`src/rtl/beta_pkg.sv`:
```
// Shared encodings for the Beta control unit: opcodes, ALU function codes,
// datapath select enums and the decoded-control bundle.
package beta_pkg;

    // Memory / control-flow opcodes (instruction[31:26])
    localparam logic [5:0] OP_LD  = 6'b011000;
    localparam logic [5:0] OP_ST  = 6'b011001;
    localparam logic [5:0] OP_JMP = 6'b011011;
    localparam logic [5:0] OP_BEQ = 6'b011100;
    localparam logic [5:0] OP_BNE = 6'b011101;
    localparam logic [5:0] OP_LDR = 6'b011111;

    // ALU function codes
    localparam logic [5:0] ALUFN_NONE   = 6'b000000;
    localparam logic [5:0] ALUFN_ADD    = 6'b100000;
    localparam logic [5:0] ALUFN_PASS_A = 6'b011010;

    // Next-PC source select
    typedef enum logic [2:0] {
        PCSEL_INC   = 3'd0,
        PCSEL_BR    = 3'd1,
        PCSEL_JMP   = 3'd2,
        PCSEL_ILLOP = 3'd3,
        PCSEL_XADR  = 3'd4
    } pcsel_t;

    // Register-file write-data select
    typedef enum logic [1:0] {
        WDSEL_PC  = 2'd0,
        WDSEL_ALU = 2'd1,
        WDSEL_MEM = 2'd2
    } wdsel_t;

    // Conditional-branch flavour, resolved against z in the top level
    typedef enum logic [1:0] {
        BR_NONE = 2'd0,
        BR_EQ   = 2'd1,
        BR_NE   = 2'd2
    } branch_t;

    // Everything the opcode table produces
    typedef struct packed {
        logic [5:0] alufn;
        logic       asel;
        logic       bsel;
        logic       moe;
        logic       mwr;
        pcsel_t     pcsel;
        logic       ra2sel;
        logic       wasel;
        wdsel_t     wdsel;
        logic       werf;
        branch_t    branch;
    } ctrl_t;

    // ALU sub-functions 0111 and 1111 have no ALU operation behind them
    function automatic logic alu_func_illegal(input logic [3:0] func);
        return (func == 4'b0111) || (func == 4'b1111);
    endfunction

    // Quiet bundle: no writes, no reads, sequential PC
    function automatic ctrl_t ctrl_default();
        ctrl_t c;
        c.alufn  = ALUFN_NONE;
        c.asel   = 1'b0;
        c.bsel   = 1'b0;
        c.moe    = 1'b0;
        c.mwr    = 1'b0;
        c.pcsel  = PCSEL_INC;
        c.ra2sel = 1'b0;
        c.wasel  = 1'b0;
        c.wdsel  = WDSEL_PC;
        c.werf   = 1'b0;
        c.branch = BR_NONE;
        return c;
    endfunction

    // Illegal-op trap: save PC+4 into XP and vector to ILLOP
    function automatic ctrl_t ctrl_illop();
        ctrl_t c;
        c       = ctrl_default();
        c.pcsel = PCSEL_ILLOP;
        c.wasel = 1'b1;
        c.wdsel = WDSEL_PC;
        c.werf  = 1'b1;
        return c;
    endfunction

endpackage

```
`src/rtl/beta_opcode_decode.sv`:
```
// Pure combinational opcode table for the Beta control unit. Branch
// direction, interrupts and reset gating are applied by the top level.
module beta_opcode_decode
    import beta_pkg::*;
(
    input  logic [5:0] opcode,
    output ctrl_t      ctrl
);

    // Opcode to control bundle lookup
    always_comb begin
        ctrl = ctrl_default();
        if (opcode[5] == 1'b1) begin
            // OP (10xxxx) and OPC (11xxxx) share the ALU path; OPC takes the literal
            if (alu_func_illegal(opcode[3:0])) begin
                ctrl = ctrl_illop();
            end else begin
                ctrl.alufn = {2'b10, opcode[3:0]};
                ctrl.bsel  = opcode[4];
                ctrl.wdsel = WDSEL_ALU;
                ctrl.werf  = 1'b1;
            end
        end else begin
            case (opcode)
                OP_LD: begin
                    ctrl.alufn = ALUFN_ADD;
                    ctrl.bsel  = 1'b1;
                    ctrl.moe   = 1'b1;
                    ctrl.wdsel = WDSEL_MEM;
                    ctrl.werf  = 1'b1;
                end
                OP_ST: begin
                    ctrl.alufn  = ALUFN_ADD;
                    ctrl.bsel   = 1'b1;
                    ctrl.ra2sel = 1'b1;
                    ctrl.mwr    = 1'b1;
                end
                OP_JMP: begin
                    ctrl.pcsel = PCSEL_JMP;
                    ctrl.wdsel = WDSEL_PC;
                    ctrl.werf  = 1'b1;
                end
                OP_BEQ: begin
                    ctrl.branch = BR_EQ;
                    ctrl.wdsel  = WDSEL_PC;
                    ctrl.werf   = 1'b1;
                end
                OP_BNE: begin
                    ctrl.branch = BR_NE;
                    ctrl.wdsel  = WDSEL_PC;
                    ctrl.werf   = 1'b1;
                end
                OP_LDR: begin
                    ctrl.alufn = ALUFN_PASS_A;
                    ctrl.asel  = 1'b1;
                    ctrl.moe   = 1'b1;
                    ctrl.wdsel = WDSEL_MEM;
                    ctrl.werf  = 1'b1;
                end
                default: begin
                    ctrl = ctrl_illop();
                end
            endcase
        end
    end

endmodule

```
`src/rtl/beta_control_unit.sv`:
```
// Beta control unit: opcode decode plus branch resolution, interrupt
// pending/service override and reset gating of the state-changing strobes.
module beta_control_unit
    import beta_pkg::*;
(
    input  logic        clk,
    input  logic        reset_n,
    input  logic [31:0] instruction,
    input  logic        z,
    input  logic        irq,
    input  logic        supervisor,
    output logic [5:0]  ALUFN,
    output logic        ASEL,
    output logic        BSEL,
    output logic        MOE,
    output logic        MWR,
    output logic [2:0]  PCSEL,
    output logic        RA2SEL,
    output logic        WASEL,
    output logic [1:0]  WDSEL,
    output logic        WERF
);

    ctrl_t  dec_s;
    pcsel_t pcsel_br_s;
    logic   irq_pending_r;
    logic   service_s;
    logic   unused_s;

    // Only the opcode field steers control
    assign unused_s = ^instruction[25:0];

    beta_opcode_decode u_decode (
        .opcode (instruction[31:26]),
        .ctrl   (dec_s)
    );

    // Interrupts are taken only from user mode
    always_comb begin
        service_s = irq_pending_r & ~supervisor;
    end

    // Pending flag: a new request wins over the clear on a serviced edge
    always_ff @(posedge clk or negedge reset_n) begin
        if (!reset_n) begin
            irq_pending_r <= 1'b0;
        end else begin
            irq_pending_r <= irq | (irq_pending_r & ~service_s);
        end
    end

    // Resolve conditional branches against the register-zero test
    always_comb begin
        pcsel_br_s = dec_s.pcsel;
        case (dec_s.branch)
            BR_EQ:   pcsel_br_s = z ? PCSEL_BR : PCSEL_INC;
            BR_NE:   pcsel_br_s = z ? PCSEL_INC : PCSEL_BR;
            default: pcsel_br_s = dec_s.pcsel;
        endcase
    end

    // Output mux: decode, then interrupt override, then reset gating
    always_comb begin
        ALUFN  = dec_s.alufn;
        ASEL   = dec_s.asel;
        BSEL   = dec_s.bsel;
        MOE    = dec_s.moe;
        MWR    = dec_s.mwr;
        PCSEL  = pcsel_br_s;
        RA2SEL = dec_s.ra2sel;
        WASEL  = dec_s.wasel;
        WDSEL  = dec_s.wdsel;
        WERF   = dec_s.werf;

        if (service_s) begin
            PCSEL = PCSEL_XADR;
            WASEL = 1'b1;
            WDSEL = WDSEL_PC;
            WERF  = 1'b1;
            MWR   = 1'b0;
            MOE   = 1'b0;
        end else begin
            PCSEL = PCSEL;
        end

        if (!reset_n) begin
            MWR   = 1'b0;
            WERF  = 1'b0;
            MOE   = 1'b0;
            PCSEL = PCSEL_INC;
        end else begin
            WERF  = WERF;
        end
    end

endmodule

```
`config.mk`:
```
export PLATFORM = sky130hd
export DESIGN_NAME = beta_control_unit
export DESIGN_NICKNAME = d
export VERILOG_FILES = /design/src/rtl/beta_pkg.sv /design/src/rtl/beta_opcode_decode.sv /design/src/rtl/beta_control_unit.sv
export SDC_FILE = /design/constraint.sdc
export NUM_CORES = 1
export LEC_CHECK = 0
export CORE_AREA = 4 4 49 51
export DETAILED_ROUTE_END_ITERATION = 7
export DIE_AREA = 0 0 53 55
export PLACE_DENSITY = 0.73
export SYNTH_ARGS = -nofsm -noshare
export SYNTH_HDL_FRONTEND = slang
export SYNTH_HIERARCHICAL = 1
export SYNTH_SLANG_ARGS = --single-unit
```
`constraint.sdc`:
```
create_clock -name clk -period 2.1 [get_ports clk]
set_clock_uncertainty 0.15 [all_clocks]
set_input_delay 0.42 -clock clk [delete_from_list [all_inputs] [get_ports clk]]
set_output_delay 0.42 -clock clk [all_outputs]
set_load 0.02 [all_outputs]
```
Word-level counts from Yosys, hierarchy flattened
Cells that the tools add are included.
- reductions and logical operators: 5
- multiplexer cells: 27
- equal/unequal tests: 10
- bitwise gates (word level): 5
- operators by type and width (kind ; count):
    $eq A6 B5 Y1 const B ; 6
    $mux W20 ; 1
    $mux W1 ; 15
    $pmux W3 S2 ; 2
    $pmux W6 S2 ; 1
    $pmux W2 S2 ; 2
    $mux W3 ; 2
    $mux W6 ; 1
    $reduce_or A6 Y1 ; 1
    $reduce_or A5 Y1 ; 1
    $eq A4 B3 Y1 const B ; 1
    $eq A4 B4 Y1 const B ; 1
    $mux W2 ; 2
    $mux W4 ; 1
    $reduce_or A2 Y1 ; 2
    $and A1 B1 Y1 ; 2
    $eq A2 B1 Y1 const B ; 1
    $eq A2 B2 Y1 const B ; 1
    $not A1 Y1 ; 2
    $logic_or A1 B1 Y1 ; 1
    $or A1 B1 Y1 ; 1
- bits in registers: 1
- input bits: 37
- word-level logic and storage cells: 48

Logic depth before layout (Yosys ltp)
Gate-level depths: netlist (run 1).
- depth after elaboration: 8
- gate-level depth with buffers: 7
- gate-level depth less buffers: 7

Modules after synthesis
The synthesis (run 1) kept the hierarchy.
- by module, submodules not included (module ; cells each ; times used ; seq. area each (um^2) ; area each (um^2)):
    beta_opcode_decode ; 42 ; 1 ; 0.0 ; 266.5
    beta_control_unit ; 20 ; 1 ; 25.0 ; 166.4

Worst setup path before layout (run 1)
No wires, ideal clock.
- path kind: input-to-output
- start point: in instruction[31]
- end point: out PCSEL[0]
- setup slack: -0.252 ns
- stages on the path: 7
- data arrival time: 1.782 ns
- path through: nand3b_4 -> or2_1 -> nor3_1 -> inv_1 -> ha_1 -> mux2_4 -> o2111a_1
- RTL lines (what ; RTL line ; source):
    start: declaration ; beta_control_unit.sv:8 ; input logic [31:0] instruction,
    end: declaration ; beta_control_unit.sv:17 ; output logic [2:0] PCSEL,

==> summary.txt, run 1 <==
Run status
  • Status: complete, but fails checks
  • Violated checks: setup timing

Yosys
  • Top-area cell type share of the netlist area: 0.08092
  • Seq/Total Area, Yosys: 0.05780
  • Synth area leader: a21oi_1
  • Top cells by count, synth: a21oi_1 (7), nand2_1 (5), a21o_1 (4), inv_1 (4), nand2b_1 (4)
  • Yosys warnings: 6
  • Syn Nets: approximately 100
  • Post-synth EDFFs: 0
  • Top cells by area, synth: a21oi_1 (8.1%), a21o_1 (6.9%), dfrtp_1 (5.8%)
  • Gate count after technology mapping: 62
  • Number of distinct library cells after synthesis: 29
  • FF+latch count, synth: 1
  • Adder-cell share of the synthesized area: 0.05780
  • Largest family of logic cells by synthesized area: simple AND/OR/NAND/NOR gates
  • Synthesized cell area: 432.9 um2
  • FFs w/ async S/R, synth: 1.000
  • Compound-Gate Fraction of Synth Area: 0.2890
  • Simple-gate share of the synthesized area: 0.3873
  • Mapped Avg Cell Area: roughly 7 um2
  • XOR/XNOR Fraction of Synth Area: 0.02023
  • Main flop type after synthesis: dfrtp_1
  • Mux contribution to synthesized area: 0.03468
  • Most common cell in the netlist: a21oi_1

Global route
  • First-pass GRT wire length: around 2.2 mm
  • Vias in the first global route: 540
  • GR Layer Usage met1: 0.1242
  • Grt ovf: 0
  • GR peak layer: met2
  • Grt met2 use: 0.1839
  • Met3 usage: 0.002681
  • Largest net degree at the start of global routing: 14
  • Gr usage total: 0.09502
  • Initial antenna violation count: 0

Power
  • Peak supply drop: 100.2 uV
  • Leak: between 0.4 and 0.5 nW
  • Clock share of power: 0
  • Pint: ~0.000098 W
  • Gate power share: 0.874
  • Pwr Total: between 0.00015 and 0.0002 W
  • Power per cell area: roughly 200 nW/um2
  • Sw Ratio: 0.4442
  • Sw power: ~0.000078 W
  • Sequential Power Share: 0.126

Clock tree
  • Clock Latency Late Sink: 0 ps
  • Hold Buf Count CTS: 0
  • Clk pin slew, worst setup/hold paths: 0 ps

Place
  • Post-DP HPWL: 1.061 mm
  • Inst Count DP: approximately 130
  • Gpl congestion: 0.7197
  • Placed inst area: 817.0 um2
  • Port buffer count: 28

Final layout
  • Reg with most FFs: irq_pending_r
  • Largest regs: irq_pending_r (1)
  • Final instance area: between 800 and 900 um2
  • Largest register FFs: 1
  • Layout cells sized above 1: 0.6000
  • Synth-to-Final Area Change: 102.6%
  • Final core utilization: 0.4517
  • Cell Count, Final, Fillers Out: between 100 and 150
  • Layout Nets: about 140
  • # diodes: 0

Timing
  • Max Clk Rate: 0.4032 GHz
  • Final worst slack: -380.2 ps
  • Final Hold Viols: 0
  • Final period util: 1.181
  • Max-slew violation count: 0
  • RSZ-0062 raised after global routing: yes
  • Crit path time final: between 2000 and 2500 ps
  • Final setup viols: 3
  • Setup TNS: -579.4 ps

Routing
  • Vias: 559
  • Total Wirelength: 1.529 mm
  • Post-route DRC: 0
  • First-pass DRT Iterations: 4
  • Initial drt markers: 9
  • Wire per inst: 12.04 um
  • DR vias/cell: 4.402
  • Post-route ant nets: 0

Worst setup path
  • R2R depth: 1
  • Reg2Reg Setup Slack: ~1300 ps
  • Reg2Reg Launch Point: irq_pending_r
  • CP Max Fanout: 2
  • R2r endpoint: irq_pending_r
  • Worst Path Required: 1530 ps
  • CP startpoint kind: input pin
  • Crit. End Element: output port
  • Crit path kind: in2out
  • Critical Path AT: between 1500 and 2000 ps

Floorplan
  • Die Height: between 50 and 60 um
  • Core area: ~1900 um2
  • I/O Pins: 55
  • Starting Density: 0.2229
  • Row Count: 16
  • Die area: 2915 um2
  • Die X: about 53 um

Hold path
  • Hold path depth: 1
  • Hold EP: irq_pending_r
  • Worst Hold Class: reg2reg
  • Hold path start: irq_pending_r

Job
  • Max_cap viols: 0
power groups by stage:
stage	sequential, W	combinational (W)	clock [W]
floorplan	0.0000214	0.0000733	0
global placement	0.0000215	0.000149	0
detailed placement	0.0000216	0.000150	0
CTS	0.0000218	0.000140	0
global route	0.0000225	0.000165	0
finish	0.0000223	0.000154	0
cell usage in the layout (no fill, tap or decap), types with 2 or more instances in the layout:
cell type	synthesis	final
buf_4	3	13
buf_6	1	10
buf_2	2	8
nand2_1	5	5
a21oi_1	7	5
a21o_1	4	4
clkdlybuf4s50_1	0	4
inv_1	4	3
clkdlybuf4s15_2	0	3
inv_2	1	2
nand2b_4	0	2
nand2b_1	4	2
and2_1	3	2
a21boi_0	2	2
clkbuf_2	0	2
dlygate4sd2_1	0	2
a31o_2	2	2
nand3_1	3	2
o21ai_0	2	2
or3_4	2	2
a21oi_2	0	2
worst max-delay path by stage:
stage,start,endpoint,slack [ps],cells past startpoint
4_1_cts,instruction[31],PCSEL[0],-450,9
3_5_place_dp,instruction[30],PCSEL[0],-1180,9
5_1_grt,instruction[31],PCSEL[0],-450,9
6_report,instruction[31],PCSEL[0],-380,9
2_1_floorplan,instruction[31],PCSEL[0],-180,7
3_3_place_gp,instruction[29],PCSEL[0],-1160,9
cells by family after synthesis:
logic type               Yosys count
adder cells (fa/ha/maj)            2
AO/OA/AOI/OAI                     19
other                              1
multiplexers                       1
buffers and inverters             11
flip-flops                         1
AND/OR/NAND/NOR                   26
XOR/XNOR                           1
layer usage:
layer | up-vias | wire length (um)
met4 | 0 | 0
met3 | 0 | 71
met1 | 251 | 598
met2 | 19 | 859
li1 | 289 | -
met5 | - | 0
metrics by stage:
stage               hold slack, ps  setup slack [ps]
floorplan                   -25.59            -183.8
global placement             311.1             -1156
detailed placement           318.7             -1176
CTS                          342.1            -453.4
global route                 420.0            -453.4
finish                       377.9            -380.2
layout make-up:
| cell class | count | area [um2] |
|---|---|---|
| Fill cell | 204 | 1065 |
| Inverter | 5 | 18.77 |
| Multi-Input combinational cell | 50 | 422.9 |
| Sequential cell | 1 | 25.02 |
| Tap cell | 27 | 33.78 |
| Timing Repair Buffer | 44 | 376.6 |
what timing repair did:
action	in CTS	in global routing
gates resized for setup	86	36
endpoints found under the setup margin	18	15
pin swaps	3	7
buffers inserted	1	3
critical path, stage by stage:
cell      delay (ps)
buf_6             90
nand3b_4         150
or2_4            260
nor3_4           140
inv_2             60
ha_4             150
mux2_4           260
o2111a_2         250
buf_6            130
No activity file was read; power rests on OpenSTA's default activity.
==> inputs of run 2 (changes only) <==
--- a/config.mk
+++ b/config.mk
@@ -5,6 +5,7 @@
 export SDC_FILE = /design/constraint.sdc
 export NUM_CORES = 1
 export LEC_CHECK = 0
+export CAP_MARGIN = 20
 export CORE_AREA = 4 4 49 51
 export DETAILED_ROUTE_END_ITERATION = 7
 export DIE_AREA = 0 0 53 55
==> results of run 2 <==
Final layout, timing and power as in run 1 (identical DEF).
